<file path="src/rtl/i2c_cmd_sequencer_if.sv">
// Command stream from the lock controller plus the peripheral_i2c register bus.
// The sequencer uses the master view; the command source and peripheral use the slave view.
interface i2c_cmd_sequencer_if;
  logic [15:0] cmd_data;
  logic        cmd_valid;
  logic        cmd_ready;
  logic [15:0] i2c_d_in;
  logic [3:0]  i2c_addr;
  logic        i2c_cs;
  logic        i2c_wr;
  logic        i2c_rd;
  logic [7:0]  i2c_d_out;

  modport master (
    input  cmd_data, cmd_valid, i2c_d_out,
    output cmd_ready, i2c_d_in, i2c_addr, i2c_cs, i2c_wr, i2c_rd
  );

  modport slave (
    output cmd_data, cmd_valid, i2c_d_out,
    input  cmd_ready, i2c_d_in, i2c_addr, i2c_cs, i2c_wr, i2c_rd
  );
endinterface

</file>
<file path="src/rtl/i2c_cmd_sequencer.sv">
// Buffers 16-bit I2C commands in a FIFO and drains them one at a time into peripheral_i2c:
// load word, start pulse, then poll status until done, NACK or poll timeout.
module i2c_cmd_sequencer #(
  parameter int DEPTH        = 8,
  parameter int TIMEOUT_POLL = 4096
) (
  input  logic                sys_clk_i,
  input  logic                sys_rst_i,
  i2c_cmd_sequencer_if.master bus,
  output logic                seq_busy,
  output logic                err_ack,
  output logic                err_timeout,
  input  logic                clr_err,
  output logic [7:0]          sent_count
);
  localparam int AW = $clog2(DEPTH);
  localparam int PW = $clog2(TIMEOUT_POLL + 1);
  localparam logic [PW-1:0] POLL_LIMIT = PW'(TIMEOUT_POLL);

  typedef enum logic [2:0] {IDLE, LOAD, GO, CLR, POLL, CHK} state_t;

  state_t        state, state_nxt;
  logic [15:0]   mem [DEPTH];
  logic [AW:0]   wr_ptr, rd_ptr;
  logic          full, empty, push, pop;
  logic [PW-1:0] poll_cnt, poll_cnt_nxt;
  logic          set_ack, set_timeout, inc_sent;
  logic          cs_nxt, wr_nxt, rd_nxt, cs_q, wr_q, rd_q;
  logic [3:0]    addr_nxt, addr_q;
  logic [15:0]   d_nxt, d_q;
  logic [5:0]    status_unused;

  // Equal indices mean empty when the wrap bits match, full when they differ.
  assign empty         = (wr_ptr == rd_ptr);
  assign full          = (wr_ptr[AW] != rd_ptr[AW]) && (wr_ptr[AW-1:0] == rd_ptr[AW-1:0]);
  assign push          = bus.cmd_valid && !full;
  assign bus.cmd_ready = !full;
  assign seq_busy      = !empty || (state != IDLE);
  assign status_unused = bus.i2c_d_out[7:2];

  // NOTE: the storage array has no reset; only the pointers decide which entries are live.
  always_ff @(posedge sys_clk_i) begin
    if (push) mem[wr_ptr[AW-1:0]] <= bus.cmd_data;
  end

  // NOTE: sequential state uses <= so every flop samples the pre-edge values of its inputs.
  always_ff @(posedge sys_clk_i or negedge sys_rst_i) begin
    if (!sys_rst_i) begin
      wr_ptr <= '0;
      rd_ptr <= '0;
    end else begin
      if (push) wr_ptr <= wr_ptr + 1'b1;
      if (pop)  rd_ptr <= rd_ptr + 1'b1;
    end
  end

  always_comb begin
    // NOTE: every output of this block gets a default first so no path can infer a latch.
    state_nxt    = state;
    poll_cnt_nxt = poll_cnt;
    pop          = 1'b0;
    set_ack      = 1'b0;
    set_timeout  = 1'b0;
    inc_sent     = 1'b0;
    unique case (state)
      IDLE: if (!empty) state_nxt = LOAD;
      LOAD: state_nxt = GO;
      GO:   state_nxt = CLR;
      CLR: begin
        poll_cnt_nxt = '0;
        state_nxt    = POLL;
      end
      POLL: state_nxt = CHK;
      CHK: begin
        if (bus.i2c_d_out[0]) begin
          poll_cnt_nxt = poll_cnt + 1'b1;
          if (poll_cnt_nxt == POLL_LIMIT) begin
            set_timeout = 1'b1;
            pop         = 1'b1;
            state_nxt   = IDLE;
          end else begin
            state_nxt = POLL;
          end
        end else begin
          pop       = 1'b1;
          state_nxt = IDLE;
          if (bus.i2c_d_out[1]) set_ack  = 1'b1;
          else                  inc_sent = 1'b1;
        end
      end
      default: state_nxt = IDLE;
    endcase
  end

  // Bus outputs are decoded from the next state so they register in step with it.
  always_comb begin
    cs_nxt   = 1'b0;
    wr_nxt   = 1'b0;
    rd_nxt   = 1'b0;
    addr_nxt = '0;
    d_nxt    = '0;
    case (state_nxt)
      LOAD: begin cs_nxt = 1'b1; wr_nxt = 1'b1; addr_nxt = 4'd2; d_nxt = mem[rd_ptr[AW-1:0]]; end
      GO:   begin cs_nxt = 1'b1; wr_nxt = 1'b1; addr_nxt = 4'd0; d_nxt = 16'h0001; end
      CLR:  begin cs_nxt = 1'b1; wr_nxt = 1'b1; addr_nxt = 4'd0; d_nxt = 16'h0000; end
      POLL: begin cs_nxt = 1'b1; rd_nxt = 1'b1; addr_nxt = 4'd4; end
      default: ;
    endcase
  end

  always_ff @(posedge sys_clk_i or negedge sys_rst_i) begin
    if (!sys_rst_i) begin
      state    <= IDLE;
      poll_cnt <= '0;
      cs_q     <= 1'b0;
      wr_q     <= 1'b0;
      rd_q     <= 1'b0;
      addr_q   <= '0;
      d_q      <= '0;
    end else begin
      state    <= state_nxt;
      poll_cnt <= poll_cnt_nxt;
      cs_q     <= cs_nxt;
      wr_q     <= wr_nxt;
      rd_q     <= rd_nxt;
      addr_q   <= addr_nxt;
      d_q      <= d_nxt;
    end
  end

  assign bus.i2c_cs   = cs_q;
  assign bus.i2c_wr   = wr_q;
  assign bus.i2c_rd   = rd_q;
  assign bus.i2c_addr = addr_q;
  assign bus.i2c_d_in = d_q;

  // A clear in the same cycle as a new error wins.
  always_ff @(posedge sys_clk_i or negedge sys_rst_i) begin
    if (!sys_rst_i) begin
      err_ack     <= 1'b0;
      err_timeout <= 1'b0;
      sent_count  <= 8'd0;
    end else begin
      if (clr_err) begin
        err_ack     <= 1'b0;
        err_timeout <= 1'b0;
      end else begin
        if (set_ack)     err_ack     <= 1'b1;
        if (set_timeout) err_timeout <= 1'b1;
      end
      if (inc_sent) sent_count <= sent_count + 8'd1;
    end
  end
endmodule

</file>
<file path="src/flat_wrapper.sv">
// flat-port wrapper written by rule: the top's interface ports become plain ports
module i2c_cmd_sequencer_flat 
#(
  parameter int DEPTH        = 8,
  parameter int TIMEOUT_POLL = 4096
)
  (sys_clk_i, sys_rst_i, seq_busy, err_ack, err_timeout, clr_err, sent_count, bus_cmd_data, bus_cmd_valid, bus_i2c_d_out, bus_cmd_ready, bus_i2c_d_in, bus_i2c_addr, bus_i2c_cs, bus_i2c_wr, bus_i2c_rd);
  i2c_cmd_sequencer_if bus_i ();
  input  logic sys_clk_i;
  input  logic sys_rst_i;
  output logic seq_busy;
  output logic err_ack;
  output logic err_timeout;
  input  logic clr_err;
  output logic [7:0] sent_count;
  input wire logic [$bits(bus_i.cmd_data)-1:0] bus_cmd_data;
  input wire logic [$bits(bus_i.cmd_valid)-1:0] bus_cmd_valid;
  input wire logic [$bits(bus_i.i2c_d_out)-1:0] bus_i2c_d_out;
  output wire logic [$bits(bus_i.cmd_ready)-1:0] bus_cmd_ready;
  output wire logic [$bits(bus_i.i2c_d_in)-1:0] bus_i2c_d_in;
  output wire logic [$bits(bus_i.i2c_addr)-1:0] bus_i2c_addr;
  output wire logic [$bits(bus_i.i2c_cs)-1:0] bus_i2c_cs;
  output wire logic [$bits(bus_i.i2c_wr)-1:0] bus_i2c_wr;
  output wire logic [$bits(bus_i.i2c_rd)-1:0] bus_i2c_rd;
  assign bus_i.cmd_data = bus_cmd_data;
  assign bus_i.cmd_valid = bus_cmd_valid;
  assign bus_i.i2c_d_out = bus_i2c_d_out;
  assign bus_cmd_ready = bus_i.cmd_ready;
  assign bus_i2c_d_in = bus_i.i2c_d_in;
  assign bus_i2c_addr = bus_i.i2c_addr;
  assign bus_i2c_cs = bus_i.i2c_cs;
  assign bus_i2c_wr = bus_i.i2c_wr;
  assign bus_i2c_rd = bus_i.i2c_rd;
  i2c_cmd_sequencer #(.DEPTH(DEPTH), .TIMEOUT_POLL(TIMEOUT_POLL)) u_core (.sys_clk_i(sys_clk_i), .sys_rst_i(sys_rst_i), .bus(bus_i), .seq_busy(seq_busy), .err_ack(err_ack), .err_timeout(err_timeout), .clr_err(clr_err), .sent_count(sent_count));
endmodule
</file>
<file path="config.mk">
export PLATFORM = sky130hd
export DESIGN_NAME = i2c_cmd_sequencer_flat
export DESIGN_NICKNAME = d
export VERILOG_FILES = /design/src/rtl/i2c_cmd_sequencer_if.sv /design/src/rtl/i2c_cmd_sequencer.sv /design/src/flat_wrapper.sv
export SDC_FILE = /design/constraint.sdc
export NUM_CORES = 1
export LEC_CHECK = 0
export BUFFER_PORTS_ARGS = -buffer_cell sky130_fd_sc_hd__buf_2
export CAP_MARGIN = 10
export CELL_PAD_IN_SITES_DETAIL_PLACEMENT = 1
export CELL_PAD_IN_SITES_GLOBAL_PLACEMENT = 1
export CORE_UTILIZATION = 50
export DETAILED_ROUTE_END_ITERATION = 10
export PLACE_DENSITY_LB_ADDON = 0.1
export SLEW_MARGIN = 5
export SYNTH_ARGS = -nofsm -noshare
export SYNTH_HDL_FRONTEND = slang
export SYNTH_SLANG_ARGS = --single-unit
</file>
<file path="constraint.sdc">
create_clock -name sys_clk_i -period 4 [get_ports sys_clk_i]
set_input_delay 0.8 -clock sys_clk_i [delete_from_list [all_inputs] [get_ports sys_clk_i]]
set_output_delay 0.8 -clock sys_clk_i [all_outputs]
set_load 0.005 [all_outputs]
</file>
==> run_results.csv <==
group,metric,value,unit
worst_hold_path,hold_path_startpoint,"u_core.sent_count[7]$_DFFE_PN0P_",
finish,layout-drive-gt1-share,26.0,%
timing,fmax,343,MHz
critical_path,reg2reg_from,"u_core.state[1]$_DFF_PN0_",
floorplan,dieArea,0.0153,mm^2
finish,final_area,0.00844,mm^2
worst_hold_path,min_path_cells,1,
logic_synthesis,synth_cell_type_count,52,
placement,place_inst,699,
clock_tree,clk_path_buf_depth,2,
clock_tree,cts_tree,"yes",
timing,final-hold-violation-count,0,
placement,gp_congestion,0.785,
logic_synthesis,yosysWarnings,0,
clock_tree,ctsResizeCount,0,
critical_path,worstPathMaxFanout,23,
logic_synthesis,synth_enable_flop_cells,128,
route,drt-wirelength-per-cell,21.1,um
route,via_per_inst,5.72,
route,first_pass_iters,5,
logic_synthesis,async_flop_share,30.1,%
timing,rsz0062_at_grt,"false",
worst_hold_path,min-delay-path-class,"register to register",
placement,post_dp_cell_area,0.00786,mm^2
timing,finalSetupViolCount,0,
critical_path,crit_arrival,2.12,ns
logic_synthesis,syn_inst,475,
route,vias,4179,
finish,area_delta_synth_final,14.1,%
floorplan,die-height,124,um
floorplan,rows,44,
clock_tree,clk_pin_slew_worst_paths,0.07,ns
critical_path,required,3.20,ns
finish,antenna_cells,0,
timing,setup_tns,0,ns
power_and_ir_drop,p_per_area,607,mW/mm^2
global_routing,grt_first_pass_wirelength,24000,um
critical_path,critPathCaptureType,"output pin",
power_and_ir_drop,p_leak,3.22,nW
placement,hpwlAfterDp,8860,um
power_and_ir_drop,ir_worst_vdd,0.000365,V
timing,worst_hold_slack,0.472,ns
logic_synthesis,syn_area,0.00740,mm^2
route,route.detailed.drc,0,
finish,fill_cells,1348,
placement,io_buffer_count,54,
logic_synthesis,syn-mean-instance-area,15.6,um^2
route,postRouteAntennaNets,0,
route,routed_wl,15400,um
timing,fin_crit_sh,72.9,%
timing,worst_pin_slew,0.953,ns
timing,fin_crit,2.92,ns
clock_tree,numCtsBuffers,17,
finish,fin_cells,731,
run_status,status,"complete, no violations",
timing,relSlewSlack,36.5,%
critical_path,setup.worst_path.class,"register to output pin",
clock_tree,clock_sinks,183,
finish,multiInputGateArea,0.00203,mm^2
logic_synthesis,synth-main-ff-cell,"edfxtp_1",
clock_tree,ctsRootBufferMaster,"clkbuf_16",
floorplan,num_io_pins,63,
finish,final_cell_mix,"edfxtp_1, nand2_1, buf_2, dfrtp_1, mux4_2",
finish,final_common_cell,"edfxtp_1",
flow_run,drv_cap,0,
logic_synthesis,ys_seq_elements,183,
clock_tree,postCtsSetupBuffers,0,
floorplan,coreArea,0.0145,mm^2
logic_synthesis,yosysSeqAreaShare,70.5,%
clock_tree,holdBufCountCts,0,
timing,finalClockSkew,0.0141,ns
clock_tree,htree_levels,4,
floorplan,die_w,124,um
finish,fin_nets,566,
finish,seq_area,0.00522,mm^2
global_routing,grt_start_max_net_pins,40,
global_routing,grt_usage,22.3,%
route,initialDrtViolationCount,233,
critical_path,r2r_cells,6,
critical_path,worst_setup_path_start_kind,"register",
timing,drv_slew,0,
clock_tree,insertion_delay,0.44,ns
critical_path,worstSetupStartpoint,"u_core.rd_ptr[2]$_DFFE_PN0P_",
power_and_ir_drop,power,0.00512,W
floorplan,initial_core_util,51.1,%
global_routing,antenna_found_initial,0,
global_routing,overflow,0,
global_routing,first_global_vias,4366,
state kept, by name (all words and copies together) (netlist names), 2 cells and up:
name and count:
u_core.state 3, u_core.wr_ptr 4, u_core.bus.i2c_d_in 16, u_core.sent_count 8
u_core.rd_ptr 4, u_core.poll_cnt 13, u_core.bus.i2c_addr 2, u_core.mem 128
stage by stage:
| stage | setup WS [ns] | util [%] |
|---|---|---|
| final | 1.08 | 58.3 |
| after global routing | 0.912 | 58.3 |
| after CTS | 1.07 | 58.3 |
| after detailed placement | 1.53 | 54.3 |
| after global placement | 1.57 | 54.3 |
| after floorplan | 1.16 | - |
critical path, cell delays in order (launching register included):
cell and delay (ns):
dfrtp_1 0.37, buf_4 0.24, xnor2_1 0.24, nand4b_1 0.23, or4_1 0.46, buf_2 0.14
per-layer routing:
layer	GRT usage, %	vias up	part of all wire, %
li1	-	1914	-
met1	27.6	2170	43
met2	38.0	82	52
met3	6.46	13	4.1
met4	6.63	0	1.1
met5	0	-	0
synth_stat cells, types with 4 or more instances:
cell type	n	area, um^2
mux4_2	32	721
nand2_1	65	244
dfrtp_1	55	1380
nand3_1	13	65.1
edfxtp_1	128	3840
or4_1	4	30.0
ha_1	4	50.1
o21ai_0	24	120
xnor2_1	10	87.6
nor2_1	17	63.8
buf_6	4	45.0
nand4_1	5	31.3
xor2_1	9	78.8
nor3_1	11	55.1
clkbuf_1	16	60.1
a21oi_1	22	110
area by class of cell:
type / count / area share (%)
Sequential cell: 183 / 61.9
Clock buffer: 19 / 5.25
Timing Repair Buffer: 67 / 4.36
Inverter: 2 / 0.0890
Tap cell: 184 / 2.73
Multi-Input combinational cell: 263 / 24.1
Clock inverter: 13 / 1.63
logic make-up after synthesis:
logic type	Yosys count	share of synthesized area (%)
AOI/OAI and AO/OA	63	4.99
adders and majority gates	4	0.676
other	1	0.0507
and+or+nand+nor	140	9.13
xor gates and xnor gates	19	2.25
DFF	183	70.5
buffers and inverters	30	2.18
muxes	35	10.2
where the power goes:
part / internal [W] / switching (W)
clock: 0.000894 / 0.000740
sequential: 0.00238 / 0.000175
combinational: 0.000378 / 0.000549
final timing paths:
check                                                   endpoint  slack (ns)
worst max register to register  u_core.sent_count[7]$_DFFE_PN0P_        1.56
worst min register to register  u_core.sent_count[7]$_DFFE_PN0P_        0.47
max in group asynchronous        u_core.poll_cnt[12]$_DFFE_PN0P_        2.65
worst min-delay path            u_core.sent_count[7]$_DFFE_PN0P_        0.47
worst max-delay path                                    seq_busy        1.08
min in group asynchronous       u_core.sent_count[4]$_DFFE_PN0P_        0.52
Note: power is estimated with default switching activity, not from simulation.
